--- src/rtl/darkpc_mt.sv ---
// Multi-thread program counter for the darkriscv fetch stage: one PC per thread, round-robin fetch.
// Optional misaligned-redirect trap enabled by defining DARKPC_MISALIGN_TRAP_EN.
module darkpc_mt #(
   parameter int unsigned     XLEN         = 32,
   parameter int unsigned     THREADS      = 2,
   parameter logic [XLEN-1:0] RESET_PC     = 32'h0000_0000,
   parameter logic [XLEN-1:0] RESET_STRIDE = 32'h0000_1000,
   parameter logic [XLEN-1:0] TRAP_VEC     = 32'h0000_0100,
   localparam int unsigned    TW           = (THREADS > 1) ? $clog2(THREADS) : 1
) (
   input  logic            clk,
   input  logic            res,
   input  logic            en,
   output logic [TW-1:0]   tid,
   output logic [XLEN-1:0] pc,
   input  logic            nxpc_vld,
   input  logic [TW-1:0]   nxpc_tid,
   input  logic [XLEN-1:0] nxpc,
   output logic            misalign,
   output logic [XLEN-1:0] badpc
);

   logic [XLEN-1:0] pcff_q [THREADS];
   logic [XLEN-1:0] pcff_d [THREADS];
   logic [TW-1:0]   tid_q;
   logic [TW-1:0]   tid_d;
   logic            redir_ok;
   logic [XLEN-1:0] redir_pc;

   // Redirects naming a thread that does not exist are dropped.
   assign redir_ok = nxpc_vld && (32'(nxpc_tid) < THREADS);

   assign tid_d = (32'(tid_q) == THREADS - 1) ? '0 : tid_q + TW'(1);

   // Redirect has priority over the increment when both target the same thread.
   always_comb begin
      pcff_d = pcff_q;
      for (int t = 0; t < THREADS; t++) begin
         if (redir_ok && nxpc_tid == TW'(t)) begin
            pcff_d[t] = redir_pc;
         end else if (en && tid_q == TW'(t)) begin
            pcff_d[t] = pcff_q[t] + XLEN'(4);
         end
      end
   end

   always_ff @(posedge clk or posedge res) begin
      if (res) begin
         tid_q <= '0;
         for (int t = 0; t < THREADS; t++) begin
            pcff_q[t] <= RESET_PC + XLEN'(t) * RESET_STRIDE;
         end
      end else begin
         if (en) begin
            tid_q <= tid_d;
         end
         for (int t = 0; t < THREADS; t++) begin
            pcff_q[t] <= pcff_d[t];
         end
      end
   end

   always_comb begin
      pc = '0;
      for (int t = 0; t < THREADS; t++) begin
         if (tid_q == TW'(t)) begin
            pc = pcff_q[t];
         end
      end
   end

   assign tid = tid_q;

`ifdef DARKPC_MISALIGN_TRAP_EN
   logic            mis;
   logic            misalign_q;
   logic [XLEN-1:0] badpc_q;

   assign mis      = nxpc[1:0] != 2'b00;
   assign redir_pc = mis ? TRAP_VEC : nxpc;

   always_ff @(posedge clk or posedge res) begin
      if (res) begin
         misalign_q <= 1'b0;
         badpc_q    <= '0;
      end else begin
         misalign_q <= redir_ok && mis;
         if (redir_ok && mis) begin
            badpc_q <= nxpc;
         end
      end
   end

   assign misalign = misalign_q;
   assign badpc    = badpc_q;
`else
   // Low bits are forced to zero so every PC stays word aligned.
   assign redir_pc = nxpc & ~XLEN'(3);
   assign misalign = 1'b0;
   assign badpc    = '0;
`endif

endmodule
--- config.mk ---
export PLATFORM = sky130hd
export DESIGN_NAME = darkpc_mt
export DESIGN_NICKNAME = d
export VERILOG_FILES = /design/src/rtl/darkpc_mt.sv
export SDC_FILE = /design/constraint.sdc
export NUM_CORES = 1
export LEC_CHECK = 0
export CAP_MARGIN = 15
export CORE_UTILIZATION = 54
export DETAILED_ROUTE_END_ITERATION = 8
export HOLD_SLACK_MARGIN = 0.03
export PLACE_DENSITY = 0.86
export SLEW_MARGIN = 20
export SYNTH_ARGS = -nofsm -noshare
export SYNTH_HDL_FRONTEND = slang
export SYNTH_SLANG_ARGS = --single-unit
--- constraint.sdc ---
create_clock -name clk -period 4.6 [get_ports clk]
set_input_delay 1.15 -clock clk [delete_from_list [all_inputs] [get_ports clk]]
set_output_delay 1.15 -clock clk [all_outputs]
set_load 0.005 [all_outputs]
After elaboration in Yosys (flattened, before gate mapping)
Index checks and enable logic that the tools add are counted.
Word-level totals
  logic and storage cells: 20
  bits of input ports: 37
  bits in registers: 65
Operators by class
  reductions and logical operators: 6
  bitwise logic cells: 2
  muxes and demuxes: 6
  add/subtract/negate cells: 3
Operator list (number)
  $mux W32: 5
  $add A32 B3 Y32 const B: 2
  $logic_and A1 B1 Y1: 4
  $reduce_bool A2 Y1: 2
  $not A1 Y1: 2
  $add A1 B1 Y1 const B: 1
  $mux W1: 1

Longest topological paths before layout
Gate-level depths: netlist of the first run.
  depth after elaboration: 4
  mapped depth: 7

Worst setup path after synthesis of the first run
OpenSTA, ideal clock, no wires.
  kind: input-to-reg
  start point: in en
  end point: reg pcff_q[56] in the netlist's numbering
  required time: 4.518 ns
  buffers on the path: 1
  arrival: 2.554 ns
  cell stages on the path: 5
  setup slack: 1.965 ns
  cells stage by stage: nand3b_2 buf_6 or4_4 or4_1 a31oi_1
On the way
  word-level cells in the longest chain between the ends: 2
Ends and longest elaborated chain
  from (decl): line 13  | input logic en,
  $logic_and A1 B1 Y1: line 41  | end else if (en && tid_q == TW'(t)) begin
  $reduce_bool A2 Y1 (no line)
  to (signal, indexed assignment): line 51  | pcff_q[t] <= RESET_PC + XLEN'(t) * RESET_STRIDE;
  to (signal, indexed assignment): line 58  | pcff_q[t] <= pcff_d[t];
  to (decl): line 23  | logic [XLEN-1:0] pcff_q [THREADS];
No other way between the ends.
A chain may end at the register's enable or synchronous reset.

Worst setup path in the final report of the first run
  start point: reg tid_q, in the netlist tid
  end point: out pc[4]
On the way
  word-level cells in the longest chain between the ends: 1
Ends and longest elaborated chain
  from (decl): line 25  | logic [TW-1:0] tid_q;
  from (signal assigned): line 55  | tid_q <= tid_d;
  $mux W32: line 66  | if (tid_q == TW'(t)) begin
  to (decl): line 15  | output logic [XLEN-1:0] pc,
No other way between the ends.

==> results of run 1 <==
-- layer usage --
layer  wire length (um)  share of wire
met5                  0              0
met4                208          0.018
met3                906          0.077
met2               5750           0.49
met1               4920           0.42
-- final timing paths --
kind / start / to / slack (ps) / cells after the start
min reg2reg: pcff_q[31] / pcff_q[31] / 580 / 3
min in group asynchronous: res / pcff_q[19] / 1270 / 2
min: pcff_q[31] / pcff_q[31] / 580 / 3
max reg2reg: tid / pcff_q[22] / 1400 / 5
max: tid / pc[4] / 870 / 3
max in group asynchronous: res / pcff_q[12] / 2540 / 3
-- cells by family (layout without fill, tap and decap cells) --
| kind of cell | Yosys count | in the layout |
|---|---|---|
| AO/OA/AOI/OAI | 96 | 96 |
| flip-flops | 61 | 61 |
| buffers and inverters | 71 | 95 |
| other | 1 | 35 |
| multiplexers | 27 | 27 |
| adder cells (fa/ha/maj) | 2 | 2 |
| AND/OR/NAND/NOR | 215 | 215 |
| XOR/XNOR | 25 | 25 |
-- cells in the final DEF (no fill, tap or decap), types with 10 or more instances in the layout --
cell | netlist | final
nand4_1 | 19 | 19
or3_1 | 11 | 11
nand2_1 | 59 | 59
mux2_2 | 25 | 25
nor3_1 | 11 | 11
or4_1 | 19 | 19
dfrtp_1 | 60 | 60
clkbuf_8 | 0 | 10
o21ai_0 | 42 | 42
conb_1 | 1 | 35
xnor2_1 | 18 | 18
o31ai_1 | 13 | 13
a31oi_1 | 30 | 30
nand3_1 | 22 | 22
nor2_1 | 38 | 38
clkdlybuf4s50_1 | 0 | 65
-- flip-flops by register name, indices dropped and copies added (netlist names) --
signal and count:
pcff_q 60, tid 1
-- metrics by stage --
step,power [W],instances,hold slack [ps],worst slack (ps),area (um^2)
5_1_grt,0.00210,655,613,749,4950
3_3_place_gp,0.00155,640,550,1080,4780
4_1_cts,0.00199,655,574,871,4940
6_report,0.00199,655,577,867,4950
2_1_floorplan,0.00119,532,529,1940,4340
3_5_place_dp,0.00157,640,567,1010,4780
-- final cells by class --
cell class                      instances  share of cell area
Timing Repair Buffer                   70               0.139
Sequential cell                        61               0.309
Inverter                               10             0.00759
Tap cell                               99              0.0250
Multi-Input combinational cell        400               0.487
Clock inverter                          2             0.00202
Clock buffer                           13              0.0301
-- power by group through the flow --
stage,Combinational [W],Clock (W),Sequential (W)
after floorplan,0.000457,0,0.000735
after global placement,0.000744,0,0.000802
after detailed placement,0.000758,0,0.000810
after CTS,0.000768,0.000417,0.000801
after global routing,0.000830,0.000448,0.000825
final,0.000768,0.000412,0.000808
-- worst register-to-register path: stages, from the launching register on --
cell and delay [ps]:
dfrtp_1 1030, buf_4 380, and3_1 340, nand4_1 550
o311a_1 550, a221o_1 250
==> metrics.md, run 1 <==
| Metric | Value |
|---|---|
| Cell at the slowest stage of the critical path | `dfrtp_1` |
| Most instantiated cells after synthesis | `dfrtp_1 (60), nand2_1 (59), o21ai_0 (42), nor2_1 (38), buf_4 (35)` |
| Max transition margin | `0.306` |
| CTS tree | `yes` |
| CP arrival | `2580 ps` |
| Synth Area in Compound Gates | `0.142` |
| Synth unique cells | `40` |
| Final critical-path share of the clock period | `0.812` |
| Fin Setup TNS | `0 ps` |
| Core region area | `7410 um^2` |
| Die width | `90.3 um` |
| Unrepaired setup endpoints after global routing | `false` |
| Total of warnings raised by yosys | `0` |
| CP required | `3450 ps` |
| Htree depth | `3` |
| Global route total overflow | `0` |
| Register area share after synthesis | `0.363` |
| CP Capture Type | `output pin` |
| Nets@finish | `591` |
| PwrDens | `402 nW/um^2` |
| Grt met2 use | `0.487` |
| Die area | `8160 um^2` |
| Outcome | `completed` |
| Vias | `4086` |
| Post-route minimum period | `3730 ps` |
| Initial cell density of the core | `0.568` |
| CP bufs+invs | `2` |
| Cts hold-fix bufs | `0` |
| Initial antenna violation count | `0` |
| # IOs | `103` |
| Max-cap violations | `0` |
| Peak VDD IR | `0.294 mV` |
| HPWL after DPL | `8.28 mm` |
| Post-synthesis simple-gate area fraction | `0.269` |
| GR peak layer | `met2` |
| Avg Cell Area, Syn | `8.46 um^2` |
| Global-route usage over all layers | `0.298` |
| First-pass GRT wire length | `18.9 mm` |
| Post-synth EDFFs | `0` |
| Yosys top cell area share | `0.357` |
| Crit Path Class | `register to output pin` |
| Clock Root Buffer | `clkbuf_8` |
| Critical Path Start Type | `register` |
| Psw | `0.000698 W` |
| Synth Flop Type | `dfrtp_1` |
| Setup Fix Bufs, Post-CTS | `0` |
| Slowest stage delay, CP | `1030 ps` |
| Sw Share | `0.351` |
| Synth Area in Adders | `0.00594` |
| GP Congestion | `0.888` |
| #FFs+latches synth | `61` |
| Post-Syn Area | `4210 um^2` |
| Largest family of logic cells by synthesized area | `simple AND/OR/NAND/NOR gates` |
| Mux cell area share after synthesis | `0.0716` |
| Logic pwr share | `0.386` |
| Residual DRC | `0` |
| Largest net degree at the start of global routing | `36` |
| Detailed Route WL | `11.8 mm` |
| Rows | `31` |
| Max Clock Freq | `268 MHz` |
| Final max-slew violation count | `0` |
| Finished Core Util | `0.668` |
| Post-Synth XOR/XNOR Area | `0.0520` |
| Clock slew seen by the registers of the worst setup and hold paths | `70 ps` |
| Worst-Skew Late Latency | `340 ps` |
| Share of post-route cells with drive strength above 1 | `0.0935` |
| Resized cells post-CTS | `0` |
| Buffers on Ports | `65` |
| Final setup vio count | `0` |
| Delay-heaviest family, CP | `flip-flops` |
| Critical path peak fanout | `27` |
| 1st-iter DRT viols | `356` |
| Clk_skew | `8.61 ps` |
| Tightest Pin Transition | `1040 ps` |
| TritonRoute pass-1 iters | `5` |
| Max Root-Sink Buffers | `2` |
| Vias/cell | `6.24` |
| Final hold violation count | `0` |
| Leak Pwr | `1.86 nW` |
| Async set-or-reset flop fraction in the synthesized netlist | `1.00` |
| Vias in the first global route | `3666` |
| ANT nets after route | `0` |
| Sequential cell fraction of total power | `0.407` |
| GR Layer Usage met3 | `0.0522` |
| Cts bufs inserted | `9` |
| Avg WL per Cell | `18.0 um` |
| Clk pwr share | `0.207` |
| Routing usage on met1 | `0.393` |
| Area of the multi-input gates | `2410 um^2` |
| Most used standard cell by instance count after synthesis | `dfrtp_1` |
| P&R area growth vs syn | `17.4%` |
| Top cells by area, synth | `dfrtp_1 (36%), mux2_2 (6.7%), buf_4 (6.2%)` |
| Post-Syn Instances | `498` |
| Largest area contributor in the netlist | `dfrtp_1` |
| Die Y | `90.3 um` |
| Fillers | `604` |
| Sink Count | `61` |
| Crit-path cells | `buf_4, mux2_2, clkdlybuf4s50_1` |
| Register area | `1530 um^2` |
| N_diodes | `0` |
| Power Internal | `0.00129 W` |
| Tightest Hold Check Type | `register to register` |
(Power assumes the default switching activity.)
==> inputs of run 2 (changes only) <==
CORE_UTILIZATION = 50   (was 54)
PLACE_DENSITY = 0.81   (was 0.86)
clock period = 3.6 ns   (was 4.6 ns; I/O delays follow)
==> metrics.md, run 2 (synthesis gave the netlist of run 1 again) <==
| Metric | Value |
|---|---|
| Commonest non-fill, non-tap cell in the layout | `clkdlybuf4s50_1` |
| Leak Pwr | `1.92 nW` |
| Avg WL per Cell | `17.9 um` |
| Post-route minimum period | `2960 ps` |
| Commonest non-fill, non-tap cells in the layout | `clkdlybuf4s50_1 (65), dfrtp_1 (60), nand2_1 (59)` |
| Final hold violation count | `0` |
| Delay-heaviest family, CP | `buffers and inverters` |
| Tightest Hold Check Type | `register to register` |
| P&R area growth vs syn | `20.1%` |
| Clk_skew | `14.3 ps` |
| Initial cell density of the core | `0.515` |
| CP required | `2700 ps` |
| CTS tree | `yes` |
| Clock slew seen by the registers of the worst setup and hold paths | `70 ps` |
| First-pass GRT wire length | `19.3 mm` |
| Initial antenna violation count | `0` |
| GR Layer Usage met3 | `0.0461` |
| Clock Root Buffer | `clkbuf_8` |
| Share of post-route cells with drive strength above 1 | `0.108` |
| N_diodes | `0` |
| Placement Cell Area | `4860 um^2` |
| Largest net degree at the start of global routing | `40` |
| Critical path origin | `tid` |
| Peak VDD IR | `0.403 mV` |
| Hold Startpoint | `pcff_q[63]` |
| Cts hold-fix bufs | `0` |
| Core region area | `8180 um^2` |
| 1st-iter DRT viols | `301` |
| Final instance area | `5060 um^2` |
| Critical Path Start Type | `register` |
| Residual DRC | `0` |
| Global route total overflow | `0` |
| CP arrival | `2060 ps` |
| Vias in the first global route | `3846` |
| # IOs | `103` |
| Slowest stage delay, CP | `600 ps` |
| HPWL after DPL | `8.79 mm` |
| Crit Path Class | `register to output pin` |
| Buffers on Ports | `65` |
| Vias/cell | `6.21` |
| Max Root-Sink Buffers | `2` |
| Vias | `4159` |
| Worst-Skew Late Latency | `350 ps` |
| Placed Cells | `654` |
| Unrepaired setup endpoints after global routing | `false` |
| Final setup vio count | `0` |
| Fin Setup TNS | `0 ps` |
| Crit-path cells | `buf_4, mux2_2, clkdlybuf4s50_1` |
| Worst r2r src | `tid` |
| Setup Fix Bufs, Post-CTS | `0` |
| Fin Hold WS | `597 ps` |
| ANT nets after route | `0` |
| TritonRoute pass-1 iters | `5` |
| Outcome | `completed` |
| Grt met2 use | `0.471` |
| CP bufs+invs | `2` |
| Global-route usage over all layers | `0.287` |
| GR peak layer | `met2` |
| PwrDens | `529 nW/um^2` |
| Final critical-path share of the clock period | `0.823` |
| Cell at the slowest stage of the critical path | `dfrtp_1` |
| Resized cells post-CTS | `0` |
| Detailed Route WL | `12.0 mm` |
| Max Clock Freq | `337 MHz` |
| Htree depth | `3` |
| Largest register FFs | `60` |
| Largest reg by FF count | `pcff_q` |
| Nets@finish | `599` |
| GP Congestion | `0.958` |
| Critical path peak fanout | `14` |
| Die Y | `93.8 um` |
| CP Capture Type | `output pin` |
| Tightest Pin Transition | `831 ps` |
| Die width | `93.8 um` |
| Routing usage on met1 | `0.360` |
| Cts bufs inserted | `9` |
| Max transition margin | `0.446` |
| Final max-slew violation count | `0` |
| Rows | `33` |
| Die area | `8790 um^2` |
| Sink Count | `61` |
| Non-filler instance count after layout | `670` |
| Max-cap violations | `0` |
[run 2: where the power goes]
part | total [W] | internal, W | switching (W)
Sequential | 0.00100 | 0.000806 | 0.000197
Combinational | 0.00105 | 0.000603 | 0.000446
Clock | 0.000622 | 0.000337 | 0.000285
[run 2: metal layers]
layer,vias to the layer above,routed length (um)
met5,-,0
met4,0,337
met3,31,943
met2,208,5690
met1,2026,4990
li1,1894,-
[run 2: worst paths after layout]
path | end | slack [ps] | depth (start not counted)
min reg2reg | pcff_q[63] | 600 | 2
min in group asynchronous | pcff_q[17] | 1040 | 2
max reg2reg | pcff_q[49] | 1070 | 5
max | pc[9] | 640 | 3
min | pcff_q[63] | 600 | 2
max in group asynchronous | pcff_q[59] | 1860 | 3
[run 2: cell type report]
cell class / count / area (um^2)
Sequential cell: 61 / 1530
Multi-Input combinational cell: 400 / 2410
Fill cell: 693 / 3120
Tap cell: 105 / 131
Clock inverter: 4 / 47.5
Clock buffer: 12 / 145
Inverter: 10 / 37.5
Timing Repair Buffer: 78 / 761
[run 2: worst reg2reg max path: cells and delay by family, from the launching register on]
kind / cells / cell delay, ps
DFF: 1 / 530
buffers and inverters: 1 / 270
AOI/OAI and AO/OA: 1 / 170
and+or+nand+nor: 3 / 1490
[run 2: per-stage QoR]
step	total power, W	util	setup WS [ps]
detailed placement	0.00205	0.595	447
global route	0.00280	0.619	553
CTS	0.00267	0.619	630
finish	0.00267	0.619	636
global placement	0.00201	0.595	481
floorplan	0.00152	-	1190
==> inputs of run 3 (changes only) <==
CORE_UTILIZATION = 46   (was 50)
PLACE_DENSITY = 0.78   (was 0.81)
clock period = 2.4 ns   (was 3.6 ns; I/O delays follow)
==> metrics.md, run 3 (synthesis gave the netlist of run 1 again) <==
| Metric | Value |
|---|---|
| Final instance area | `5270 um^2` |
| Critical path peak fanout | `24` |
| Vias | `4133` |
| Register area | `1530 um^2` |
| Area of the multi-input gates | `2410 um^2` |
| CP required | `1800 ps` |
| 1st-iter DRT viols | `386` |
| CTS tree | `yes` |
| Largest net degree at the start of global routing | `62` |
| Tightest Hold Check Type | `register to register` |
| Post-route minimum period | `2360 ps` |
| Unrepaired setup endpoints after global routing | `true` |
| Avg WL per Cell | `17.8 um` |
| P&R area growth vs syn | `25.1%` |
| Detailed Route WL | `12.2 mm` |
| # IOs | `103` |
| Critical path origin | `tid` |
| Cts hold-fix bufs | `0` |
| Worst-Skew Late Latency | `350 ps` |
| Fin Setup TNS | `0 ps` |
| First-pass GRT wire length | `19.6 mm` |
| CP Capture Type | `output pin` |
| Largest register FFs | `60` |
| Htree depth | `3` |
| Finished Core Util | `0.598` |
| Placed Cells | `674` |
| Failing checks | `DRC` |
| Die width | `97.7 um` |
| Placement Cell Area | `5030 um^2` |
| Peak VDD IR | `0.645 mV` |
| Final setup vio count | `0` |
| Rows | `34` |
| Max transition margin | `0.578` |
| HPWL after DPL | `8.93 mm` |
| GP Congestion | `0.934` |
| Slowest stage delay, CP | `440 ps` |
| Worst reg-to-reg path cell count | `6` |
| Core region area | `8810 um^2` |
| Commonest non-fill, non-tap cells in the layout | `nand2_1 (59), dfrtp_1 (59), clkdlybuf4s50_1 (46)` |
| TritonRoute pass-1 iters | `7` |
| N_diodes | `0` |
| Initial cell density of the core | `0.478` |
| Max-cap violations | `0` |
| Cell at the slowest stage of the critical path | `clkdlybuf4s50_1` |
| Outcome | `complete, but fails checks` |
| Final critical-path share of the clock period | `0.985` |
| Nets@finish | `617` |
| Crit-path cells | `buf_12, mux2_2, clkdlybuf4s50_1` |
| Non-filler instance count after layout | `689` |
| Share of post-route cells with drive strength above 1 | `0.136` |
| Die Y | `97.7 um` |
| Clock slew seen by the registers of the worst setup and hold paths | `70 ps` |
| Worst r2r src | `tid` |
| R2R setup slack | `180 ps` |
| Tightest Pin Transition | `627 ps` |
| Vias/cell | `6.00` |
| RR Endpoint | `pcff_q[57]` |
| Final Power | `0.00393 W` |
| Sink Count | `61` |
| Residual DRC | `16` |
| Global route total overflow | `0` |
| Final max-slew violation count | `0` |
| Clk_skew | `9.86 ps` |
| Cts bufs inserted | `9` |
| Crit Path Class | `register to output pin` |
| Vias in the first global route | `3774` |
| Fillers | `766` |
| PwrDens | `745 nW/um^2` |
| Largest reg by FF count | `pcff_q` |
| Die area | `9540 um^2` |
| Crit path to | `pc[16]` |
| Buffers on Ports | `65` |
| ANT nets after route | `0` |
| Max Clock Freq | `423 MHz` |
| Global-route usage over all layers | `0.262` |
| Initial antenna violation count | `0` |
| CP arrival | `1760 ps` |
| Max Root-Sink Buffers | `2` |
| Critical Path Start Type | `register` |
| Final hold violation count | `0` |
| Leak Pwr | `2.18 nW` |
| Clock Root Buffer | `clkbuf_8` |
## run 3: layout make-up
| cell class | count | area share |
|---|---|---|
| clock buffers | 12 | 0.0295 |
| clock inverters | 2 | 0.00190 |
| inverters | 10 | 0.00713 |
| multi-input cells | 400 | 0.458 |
| flip-flops and latches | 61 | 0.290 |
| well taps | 108 | 0.0257 |
| repair buffers | 96 | 0.187 |
## run 3: what timing repair did
action	4_1_cts	5_1_grt
setup buffers	1	0
resized for setup	6	21
endpoints found under the setup margin	18	24
## run 3: power by group
group	internal (W)	switching, W
combinational	0.000926	0.000701
clock	0.000416	0.000395
sequential	0.00121	0.000275
total	0.00255	0.00137
## run 3: worst min-delay path by stage
stage / start / end / slack (ps) / depth (start not counted)
after global placement: pcff_q[31] / pcff_q[31] / 560 / 3
after floorplan: pcff_q[31] / pcff_q[31] / 530 / 3
final: pcff_q[31] / pcff_q[31] / 580 / 3
after global routing: pcff_q[63] / pcff_q[63] / 620 / 2
after detailed placement: pcff_q[63] / pcff_q[63] / 580 / 2
after CTS: pcff_q[63] / pcff_q[63] / 590 / 2
## run 3: layer usage
metal  share of wire  vias up  track usage  routed length, um
met5               0        -            0                  0
met4           0.021        0       0.0991                260
met3           0.073       28       0.0583                894
met2            0.49      198        0.426               5950
met1            0.42     1985        0.340               5130
li1                -     1922            -                  -
## run 3: metrics by stage
stage               hold WS (ps)  setup WS (ps)
floorplan                    529            289
global placement             558           -167
detailed placement           577           -213
CTS                          587           2.14
global route                 619          -17.7
finish                       584           35.0
## run 3: critical path: cells and delay by family (launching register included)
kind	cells	cell delay [ps]
buffers and inverters	2	630
flip-flops	1	430
multiplexers	1	350
